## src/rtl/simple_io_pkg.sv

```systemverilog
// Shared constants and sizing helper for the SIMPLE I/O stage.
// Pure declarations: no latency, no backpressure.
package simple_io_pkg;

    localparam int WORD_W           = 16;
    localparam int DEFAULT_IO_DEPTH = 8;

    function automatic int ptr_w(input int depth);
        return (depth > 1) ? $clog2(depth) : 1;
    endfunction

endpackage

```

## src/rtl/simple_io_fifo.sv

```systemverilog
// DEPTH-entry synchronous FIFO; a write is visible at the head one edge later.
// A push while full or a pop while empty is ignored; storage is never cleared.
module simple_io_fifo #(
    parameter int DEPTH  = simple_io_pkg::DEFAULT_IO_DEPTH,
    parameter int WORD_W = simple_io_pkg::WORD_W
) (
    input  logic              clk,
    input  logic              reset,
    input  logic              push,
    input  logic [WORD_W-1:0] push_data,
    input  logic              pop,
    output logic [WORD_W-1:0] head_data,
    output logic              full,
    output logic              empty
);
    import simple_io_pkg::*;

    localparam int PW = ptr_w(DEPTH);
    localparam int CW = $clog2(DEPTH + 1);

    logic [WORD_W-1:0] mem [DEPTH];
    logic [PW-1:0]     wr_ptr;
    logic [PW-1:0]     rd_ptr;
    logic [CW-1:0]     count;
    logic              do_push;
    logic              do_pop;

    assign full    = (count == CW'(DEPTH));
    assign empty   = (count == '0);
    assign do_push = push && !full;
    assign do_pop  = pop && !empty;

    assign head_data = empty ? '0 : mem[rd_ptr];

    // Storage has no reset; the write is still suppressed while reset is high.
    always_ff @(posedge clk) begin
        if (!reset && do_push) begin
            mem[wr_ptr] <= push_data;
        end
    end

    always_ff @(posedge clk) begin
        if (reset) begin
            wr_ptr <= '0;
            rd_ptr <= '0;
            count  <= '0;
        end else begin
            if (do_push) begin
                wr_ptr <= wr_ptr + 1'b1;
            end
            if (do_pop) begin
                rd_ptr <= rd_ptr + 1'b1;
            end
            case ({do_push, do_pop})
                2'b10:   count <= count + 1'b1;
                2'b01:   count <= count - 1'b1;
                default: count <= count;
            endcase
        end
    end

endmodule

```

## src/rtl/simple_io_unit.sv

```systemverilog
// SIMPLE core I/O stage: OUT words buffered and drained over valid/ready; IN words held one-deep.
// One-edge latency both ways; io_stall freezes the core on a full FIFO or an empty holding reg. IO_COUNT_EN adds tx/rx counters.
module simple_io_unit #(
    parameter int DEPTH  = simple_io_pkg::DEFAULT_IO_DEPTH,
    parameter int WORD_W = simple_io_pkg::WORD_W
) (
    input  logic              clk,
    input  logic              reset,
    input  logic              out_we,
    input  logic [WORD_W-1:0] out_data,
    input  logic              in_rd,
    output logic [WORD_W-1:0] in_data,
    output logic              in_avail,
    output logic              io_stall,
    output logic              ext_out_valid,
    output logic [WORD_W-1:0] ext_out_data,
    input  logic              ext_out_ready,
    input  logic              ext_in_valid,
    input  logic [WORD_W-1:0] ext_in_data,
    output logic              ext_in_ready
`ifdef IO_COUNT_EN
    ,
    output logic [15:0]       tx_count,
    output logic [15:0]       rx_count
`endif
);
    import simple_io_pkg::*;

    logic              fifo_full;
    logic              fifo_empty;
    logic              pop;
    logic              capture;
    logic [WORD_W-1:0] holding;

    simple_io_fifo #(
        .DEPTH  (DEPTH),
        .WORD_W (WORD_W)
    ) u_fifo (
        .clk       (clk),
        .reset     (reset),
        .push      (out_we),
        .push_data (out_data),
        .pop       (pop),
        .head_data (ext_out_data),
        .full      (fifo_full),
        .empty     (fifo_empty)
    );

    assign ext_out_valid = !fifo_empty;
    assign pop           = ext_out_valid && ext_out_ready;

    // A read in the same cycle frees the slot, so a new word can land immediately.
    assign ext_in_ready = !in_avail || in_rd;
    assign capture      = ext_in_valid && ext_in_ready;
    assign in_data      = holding;

    assign io_stall = (out_we && fifo_full) || (in_rd && !in_avail);

    always_ff @(posedge clk) begin
        if (reset) begin
            holding  <= '0;
            in_avail <= 1'b0;
        end else if (capture) begin
            holding  <= ext_in_data;
            in_avail <= 1'b1;
        end else if (in_rd) begin
            in_avail <= 1'b0;
        end
    end

`ifdef IO_COUNT_EN
    always_ff @(posedge clk) begin
        if (reset) begin
            tx_count <= '0;
            rx_count <= '0;
        end else begin
            if (pop) begin
                tx_count <= tx_count + 1'b1;
            end
            if (capture) begin
                rx_count <= rx_count + 1'b1;
            end
        end
    end
`endif

endmodule

```

## config.mk

```make
export PLATFORM = sky130hd
export DESIGN_NAME = simple_io_unit
export DESIGN_NICKNAME = d
export VERILOG_FILES = /design/src/rtl/simple_io_pkg.sv /design/src/rtl/simple_io_fifo.sv /design/src/rtl/simple_io_unit.sv
export SDC_FILE = /design/constraint.sdc
export NUM_CORES = 1
export LEC_CHECK = 0
export CORE_MARGIN = 2
export CORE_UTILIZATION = 48
export DETAILED_ROUTE_END_ITERATION = 6
export DONT_BUFFER_PORTS = 1
export GPL_ROUTABILITY_DRIVEN = 0
export PLACE_DENSITY = 0.71
export SKIP_CTS_REPAIR_TIMING = 1
export SLEW_MARGIN = 20
export SYNTH_ARGS = -nofsm -noshare
export SYNTH_HDL_FRONTEND = slang
export SYNTH_HIERARCHICAL = 1
export SYNTH_SLANG_ARGS = --single-unit
export TNS_END_PERCENT = 20
```

## constraint.sdc

```tcl
create_clock -name clk -period 3.32 [get_ports clk]
set_input_delay 0.332 -clock clk [delete_from_list [all_inputs] [get_ports clk]]
set_output_delay 0.332 -clock clk [all_outputs]
set_load 0.1 [all_outputs]
```

# After elaboration in Yosys (flattened, before gate mapping)
# Memories as Yosys holds them, arrays and structs flattened. A register that Yosys moved wholly into a read port is not among the register bits.
# Cells that the tools add are included.
# op_classes
addsub	4
eq_ne	3
n_mux	8
n_reduce_logical	16
# op_table
operator	n
$mux 16	1
$pmux 4 s2	1
$logic_and 1x1->1	7
$add 3x1->3 const B	2
$mux 3	2
$add 4x1->4 const B	1
$eq 4x4->1 const B	1
$logic_not 1->1	4
$logic_not 4->1	1
$mux 1	4
$reduce_bool 2->1	2
$sub 4x1->4 const B	1
$eq 2x1->1 const B	1
$eq 2x2->1 const B	1
$logic_or 1x1->1	2
# totals
ff_bits	27
mem_bits_rw	128
input_bits	38
out_inout_bits	36
word_cells	37
n_memories	1
# memory_table
memory	words	width	read_ports	rd_clocked_by_memory_dff	write_ports	line	source
u_fifo.mem	8	16	1	1	1	simple_io_fifo.sv:21	logic [WORD_W-1:0] mem [DEPTH];

# Depth between registers and ports, before layout
# Gate-level depths: netlist of the first run.
# depth
word_depth	6
depth_mapped	11
ltp_nobuf	10

# Modules after synthesis
# The synthesis of the first run kept the hierarchy.
# by_module_without_submodules
module	n_inst	cells_each	area_per_inst_um2	seq_area_each_um2
simple_io_fifo	1	277	5552.8	4103.9
simple_io_unit	1	83	817.0	340.3

# Least setup slack after synthesis of the first run
# OpenSTA, ideal clock, no wires.
# synth_path
kind	register to output
from	register in_avail
to	output io_stall
arrival_ns	2.944
t_required_ns	2.988
path_slack_ns	0.044
path_stages_with_launch	2
path_buffers	0
path_cell_list	dfxtp_1 o21ai_0
# synth_between
elab_chain_cells	3
# synth_lines
item	line	source
start, declared	simple_io_unit.sv:13	output logic in_avail,
start signal, assigned	simple_io_unit.sv:62	in_avail <= 1'b0;
start signal, assigned	simple_io_unit.sv:65	in_avail <= 1'b1;
start signal, assigned	simple_io_unit.sv:67	in_avail <= 1'b0;
$logic_not 1->1	simple_io_unit.sv:57	assign io_stall = (out_we && fifo_full) || (in_rd && !in_avail);
$logic_and 1x1->1	simple_io_unit.sv:57	
$logic_or 1x1->1	simple_io_unit.sv:57	
end, declared	simple_io_unit.sv:14	output logic io_stall,
# No other way between the ends.

# Final worst setup path of the first run
# layout_path
from	register u_fifo.count[1]
to	register u_fifo.count[3]
# layout_between
elab_chain_cells	6
elab_cells_between_ends	13
cone_classes	2 x add/sub; 3 x eq/ne; 1 x mux; 7 x reduce/logical
# layout_lines
item	line	source
start, declared	simple_io_fifo.sv:24	logic [CW-1:0] count;
start signal, assigned	simple_io_fifo.sv:55	2'b10: count <= count + 1'b1;
start signal, assigned	simple_io_fifo.sv:56	2'b01: count <= count - 1'b1;
start signal, assigned	simple_io_fifo.sv:57	default: count <= count;
$logic_not 4->1	simple_io_fifo.sv:29	assign empty = (count == '0);
$logic_not 1->1	simple_io_fifo.sv:31, simple_io_unit.sv:49	
$logic_and 1x1->1	simple_io_unit.sv:50	assign pop = ext_out_valid && ext_out_ready;
$logic_and 1x1->1	simple_io_fifo.sv:31	assign do_pop = pop && !empty;
$eq 2x1->1 / $eq 2x2->1 (equally long branches)	simple_io_fifo.sv:54	case ({do_push, do_pop})
$pmux 4 s2 / $reduce_bool 2->1 (equally long branches)	--	
# Parallel ways exist; a longest one is shown, timed or not.
# A chain may end at the register's enable or synchronous reset.

==> results.yml, run 1 <==
synthesis:
  synthTopCellsByCount: "edfxtp_1 (128), mux4_2 (32), nor2_1 (32)"
  ys_ff_latch: 158
  synth_top_flop_cell: "edfxtp_1"
  synth_top_area_cell: "edfxtp_1"
  syn_area_per_cell_um2: 17.7
  synth_area_leaders: "edfxtp_1 (60%), mux4_2 (11%), dfxtp_1 (9.4%)"
  syn_nets: 404
  synth_edf_count: 128
  syn_inst: 360
  ys_types: 36
  synth.top_cell.area_share_pct: 60.3
  synth_seq_area_share_pct: 69.8
  syn-cell-area_um2: 6370
  ys_warn_count: 6
  yosysMostFrequentCell: "edfxtp_1"
  synthArstFlopShare_pct: 0
final_layout:
  syn_to_final_growth_pct: 18.0
  finalNonFillerCells: 594
  fin_nets: 449
  antenna_cells: 0
  drive_gt1_share_pct: 33.3
  nFillCells: 966
grt:
  grt_pass1_wl_mm: 18.8
  antenna_found_initial: 0
  grt_pass1_vias: 3418
  grt_overflow: 0
  grt_max_degree: 35
  grt_util_all_layers_pct: 17.9
setup_path:
  cp-start-kind: "register"
  crit_type: "register to register"
  cp.required_ps: 3670
  cp_max_fo: 7
  crit_path_end_kind: "register"
  arrival_ps: 3070
power:
  internal-power_mw: 3.90
  seq_power_share_pct: 37.3
  p_comb_share_pct: 33.3
  leakagePower_nw: 2.46
  p_clk_share_pct: 29.4
  peakVddDrop_mv: 0.451
  switchingPower_mw: 2.42
  p_total_mw: 6.32
  powerDensity_nw_per_um2: 841
  switching_share_pct: 38.3
sta:
  holdWs_ps: 45.7
  rsz0062_at_grt: "no"
  setup_slack_ps: 605
  worstMarginPinSlew_ps: 991
  hold_viol: 0
  timing.fmax_ghz: 0.368
  finalClockSkew_ps: 11.1
  setup_viol: 0
  tns_ps: 0
  period_minus_slack_ps: 2710
  finalMaxSlewViolations: 0
  relSlewSlack_pct: 33.9
  fin_crit_sh_pct: 81.8
drt:
  drtIter0Drc: 296
  drc: 0
  first_pass_iters: 4
  totalWireLength_mm: 11.8
  antenna_left: 0
  vias_per_cell: 5.44
  vias: 3233
  wl_per_cell_um: 19.9
die:
  pin_count: 74
  placementRows: 42
  core_area_um2: 13100
  fp.dieW_um: 119
  start_util_pct: 48.7
  dieArea_um2: 14200
  die_h_um: 119
clock_network:
  clkSinkCount: 158
  cts-root-buf: "clkbuf_16"
  clockBufferDepth: 2
  cts_tree: "done"
  htreeDepth: 4
  insertion_delay_ps: 420
  cts.clk_slew.worst_paths_ps: 60
  cts_buffers: 17
placed_design:
  port_buffers: 0
  hpwlAfterDp_mm: 7.03
  dp_slack_ps: 632
  dpl.cell_count: 545
run_status:
  status: "finished, final reports clean"
min_path:
  hp-class: "input port to register"
job:
  cap_violations: 0
worst max-delay path, stage by stage, from the launching register on:
cell     delay [ps]
dfxtp_1         370
or4b_1          710
nand2_8         180
ha_1            220
ha_1            290
a21oi_1         170
a21oi_1         100
or4_1           460
a21oi_1         150
metrics by stage:
stage	utilization [%]	cell area, µm²
finish	57.4	7520
global route	57.4	7520
CTS	56.1	7340
detailed placement	51.7	6760
global placement	51.7	6760
floorplan	-	6370
placed cells by master (no fill, tap or decap), types with 2 or more instances in the layout:
| cell type | netlist | layout |
|---|---|---|
| ha_1 | 5 | 5 |
| clkinv_4 | 0 | 2 |
| nor2b_1 | 2 | 2 |
| edfxtp_1 | 128 | 128 |
| clkinv_2 | 0 | 3 |
| a21bo_2 | 4 | 4 |
| nand2_1 | 3 | 3 |
| nand3b_1 | 2 | 2 |
| a21oi_1 | 10 | 10 |
| nor2_1 | 32 | 16 |
| inv_1 | 7 | 7 |
| a21bo_1 | 12 | 12 |
| nor2_2 | 0 | 16 |
| buf_12 | 0 | 2 |
| dfxtp_1 | 30 | 29 |
| clkbuf_1 | 4 | 2 |
| xor2_1 | 4 | 4 |
| a21oi_2 | 13 | 13 |
| mux4_2 | 32 | 32 |
| mux2i_1 | 17 | 17 |
| buf_4 | 0 | 30 |
| bufinv_16 | 0 | 2 |
| clkinvlp_4 | 0 | 2 |
| nor3_2 | 0 | 3 |
| inv_6 | 0 | 2 |
| nand3_1 | 19 | 19 |
| dlygate4sd3_1 | 0 | 16 |
| clkbuf_16 | 0 | 17 |
logic make-up (layout without fill, tap and decap cells):
kind of cell | after synthesis | count (layout) | synth area share [%]
DFF | 158 | 158 | 69.8
and+or+nand+nor | 71 | 71 | 6.03
muxes | 49 | 49 | 14.0
AOI/OAI and AO/OA | 41 | 41 | 5.28
buffers and inverters | 29 | 87 | 2.69
adders and majority gates | 6 | 6 | 1.30
xor gates and xnor gates | 6 | 6 | 0.943
final cells by class:
class                   count  area, µm²  share of cell area [%]
clock buffers              19        433                    5.76
clock inverters            13        140                    1.86
inverters                   7       26.3                   0.350
multi-input cells         173       1830                    24.3
flip-flops and latches    158       4450                    59.1
well taps                 176        220                    2.93
repair buffers             48        425                    5.66
power by group through the flow:
stage	Sequential (mW)	Clock [mW]	Combinational (mW)
6_report	2.36	1.86	2.10
3_3_place_gp	2.39	0	2.06
2_1_floorplan	2.39	0	1.66
4_1_cts	2.36	1.90	2.10
5_1_grt	2.36	1.99	2.21
3_5_place_dp	2.40	0	2.09
metal layers:
layer | share of wire [%] | track usage, %
met4 | 0.30 | 5.21
met2 | 51 | 28.1
met1 | 41 | 23.1
met3 | 7.3 | 7.42
met5 | 0 | 0
final timing paths:
kind                                  startpoint  slack [ps]              end  cells after the start
worst max-delay path             u_fifo/count[1]         610  u_fifo/count[3]                      8
worst min register to register  u_fifo/rd_ptr[1]         540         register                      2
worst min-delay path                ext_in_valid          50         in_avail                      2
worst max register to register   u_fifo/count[1]         610  u_fifo/count[3]                      8
state kept, by name (all words and copies together), names as in the netlist, named ones only:
| register | flops |
|---|---|
| u_fifo/rd_ptr | 3 |
| u_fifo/wr_ptr | 3 |
| u_fifo/count | 4 |
| u_fifo/mem | 128 |
| in_data | 16 |
| in_avail | 1 |
No activity file was read; power rests on OpenSTA's default activity.
==> inputs of run 2 (changes only) <==
Settings changed: PLACE_DENSITY 0.71 to 0.73.
Clock period 3.32 ns to 2.4 ns, I/O delays scaled along.
==> run 2 against run 1 <==
Combinational power grew 86%. Sequential share of layout area shrank 6.1 points. Clock-buffer cell count down 2. Die area unchanged. Register-to-register slack worse by 550 ps. Worst setup slack worse by 550 ps. Via count grew 8.4%. Critical path type unchanged. Largest power group is now combinational cells.
==> results.yml, run 2 (synthesized netlist as in run 1, its figures left out) <==
setup_path:
  cp.required_ps: 2750
  reg2regPathDepth: 10
  crit_start: "u_fifo/count[3]"
  r2r_start: "u_fifo/count[3]"
  arrival_ps: 2690
  cp-start-kind: "register"
  cp_max_fo: 3
  path_buf_inv: 1
  cpMostUsedCell: "ha_4"
  crit_path_end_kind: "register"
  worstPathCellList: "buf_4 -> nor4_4 -> nor2b_1 -> nor2b_4 -> ha_4 -> ha_4 -> nand3_2 -> and3_4 -> or4_4 -> a21oi_2"
  crit_path_max_incr_delay_ps: 410
  crit_family: "simple AND/OR/NAND/NOR gates"
  crit_type: "register to register"
  cp_slowest_cell: "or4_4"
  cp.depth: 10
die:
  pin_count: 74
  die_h_um: 119
  start_util_pct: 48.7
  placementRows: 42
  fp.dieW_um: 119
  dieArea_um2: 14200
  core_area_um2: 13100
sta:
  finalClockSkew_ps: 5.21
  timing.fmax_ghz: 0.427
  fin_crit_sh_pct: 97.6
  worstMarginPinSlew_ps: 739
  period_minus_slack_ps: 2340
  setup_viol: 0
  hold_viol: 0
  relSlewSlack_pct: 50.6
  setup_slack_ps: 58.0
  finalMaxSlewViolations: 0
grt:
  antenna_found_initial: 1
  grt_use_met3_pct: 6.51
  grt_util_all_layers_pct: 17.8
  grt_pass1_vias: 3618
  grt.busiest_layer: "met2"
  grtUsageMet2_pct: 29.3
  grt_pass1_wl_mm: 18.7
  grt_overflow: 0
  grt_max_degree: 35
  grt_util_met1_pct: 21.4
drt:
  drtIter0Drc: 274
  totalWireLength_mm: 12.4
  drc: 0
  antenna_left: 0
  wl_per_cell_um: 18.7
  vias: 3504
  first_pass_iters: 5
  vias_per_cell: 5.29
clock_network:
  insertion_delay_ps: 410
  cts-root-buf: "clkbuf_16"
  clkSinkCount: 158
  cts_tree: "done"
  clockBufferDepth: 2
  cts_buffers: 17
  cts.clk_slew.worst_paths_ps: 60
  htreeDepth: 4
final_layout:
  largest_reg_flops: 128
  fin_util_pct: 64.1
  nFillCells: 881
  regMostFlops: "u_fifo/mem"
  layout_common_cells: "edfxtp_1 (128), buf_4 (49), dlygate4sd3_1 (46)"
  fin_nets: 517
  design_area_um2: 8390
  syn_to_final_growth_pct: 31.7
  finalNonFillerCells: 663
  final_common_cell: "edfxtp_1"
  drive_gt1_share_pct: 39.1
power:
  seq_power_share_pct: 33.3
  powerDensity_nw_per_um2: 1130
  internal-power_mw: 5.89
  leakagePower_nw: 2.81
  peakVddDrop_mv: 0.669
  switchingPower_mw: 3.57
  p_clk_share_pct: 25.5
  switching_share_pct: 37.8
  p_comb_share_pct: 41.2
min_path:
  min_from: "ext_in_valid"
  hp-class: "input port to register"
  hold_depth: 2
placed_design:
  port_buffers: 0
  dpl.cell_count: 576
  hpwlAfterDp_mm: 7.38
  dp_slack_ps: -127
  placed_area_um2: 7240
run_status:
  status: "finished, final reports clean"
job:
  cap_violations: 0
run 2: metrics by stage:
step,power [mW],TNS (ps),hold WS [ps]
global route,9.82,-20.0,-2.60
CTS,9.31,-570,-140
detailed placement,6.90,-127,310
floorplan,5.59,-9190,309
finish,9.46,0,0.636
global placement,6.84,-18.5,308
run 2: metal layers:
layer	up-vias	wire length, µm
met1	1755	4980
met3	15	779
met5	-	0
met2	104	6500
li1	1630	-
met4	0	172
run 2: final timing paths:
| kind | end | slack, ps |
|---|---|---|
| worst min register to register | register | 560 |
| worst max register to register | u_fifo/count[3] | 60 |
| worst min-delay path | in_data[11] | 0.6 |
| worst max-delay path | u_fifo/count[3] | 60 |
run 2: power by group through the flow:
stage,clock network (mW),registers [mW],logic [mW]
global route,2.58,3.16,4.08
global placement,0,3.20,3.64
detailed placement,0,3.21,3.68
CTS,2.46,3.16,3.70
finish,2.41,3.15,3.90
floorplan,0,3.30,2.29
run 2: cell type report:
type | instances | area [µm²] | share of cell area, %
clock buffers | 17 | 425 | 5.07
flip-flops and latches | 158 | 4450 | 53.0
clock inverters | 15 | 115 | 1.37
repair buffers | 116 | 1250 | 14.9
multi-input cells | 173 | 1900 | 22.7
diodes | 1 | 2.50 | 0.0298
inverters | 7 | 26.3 | 0.313
well taps | 176 | 220 | 2.62
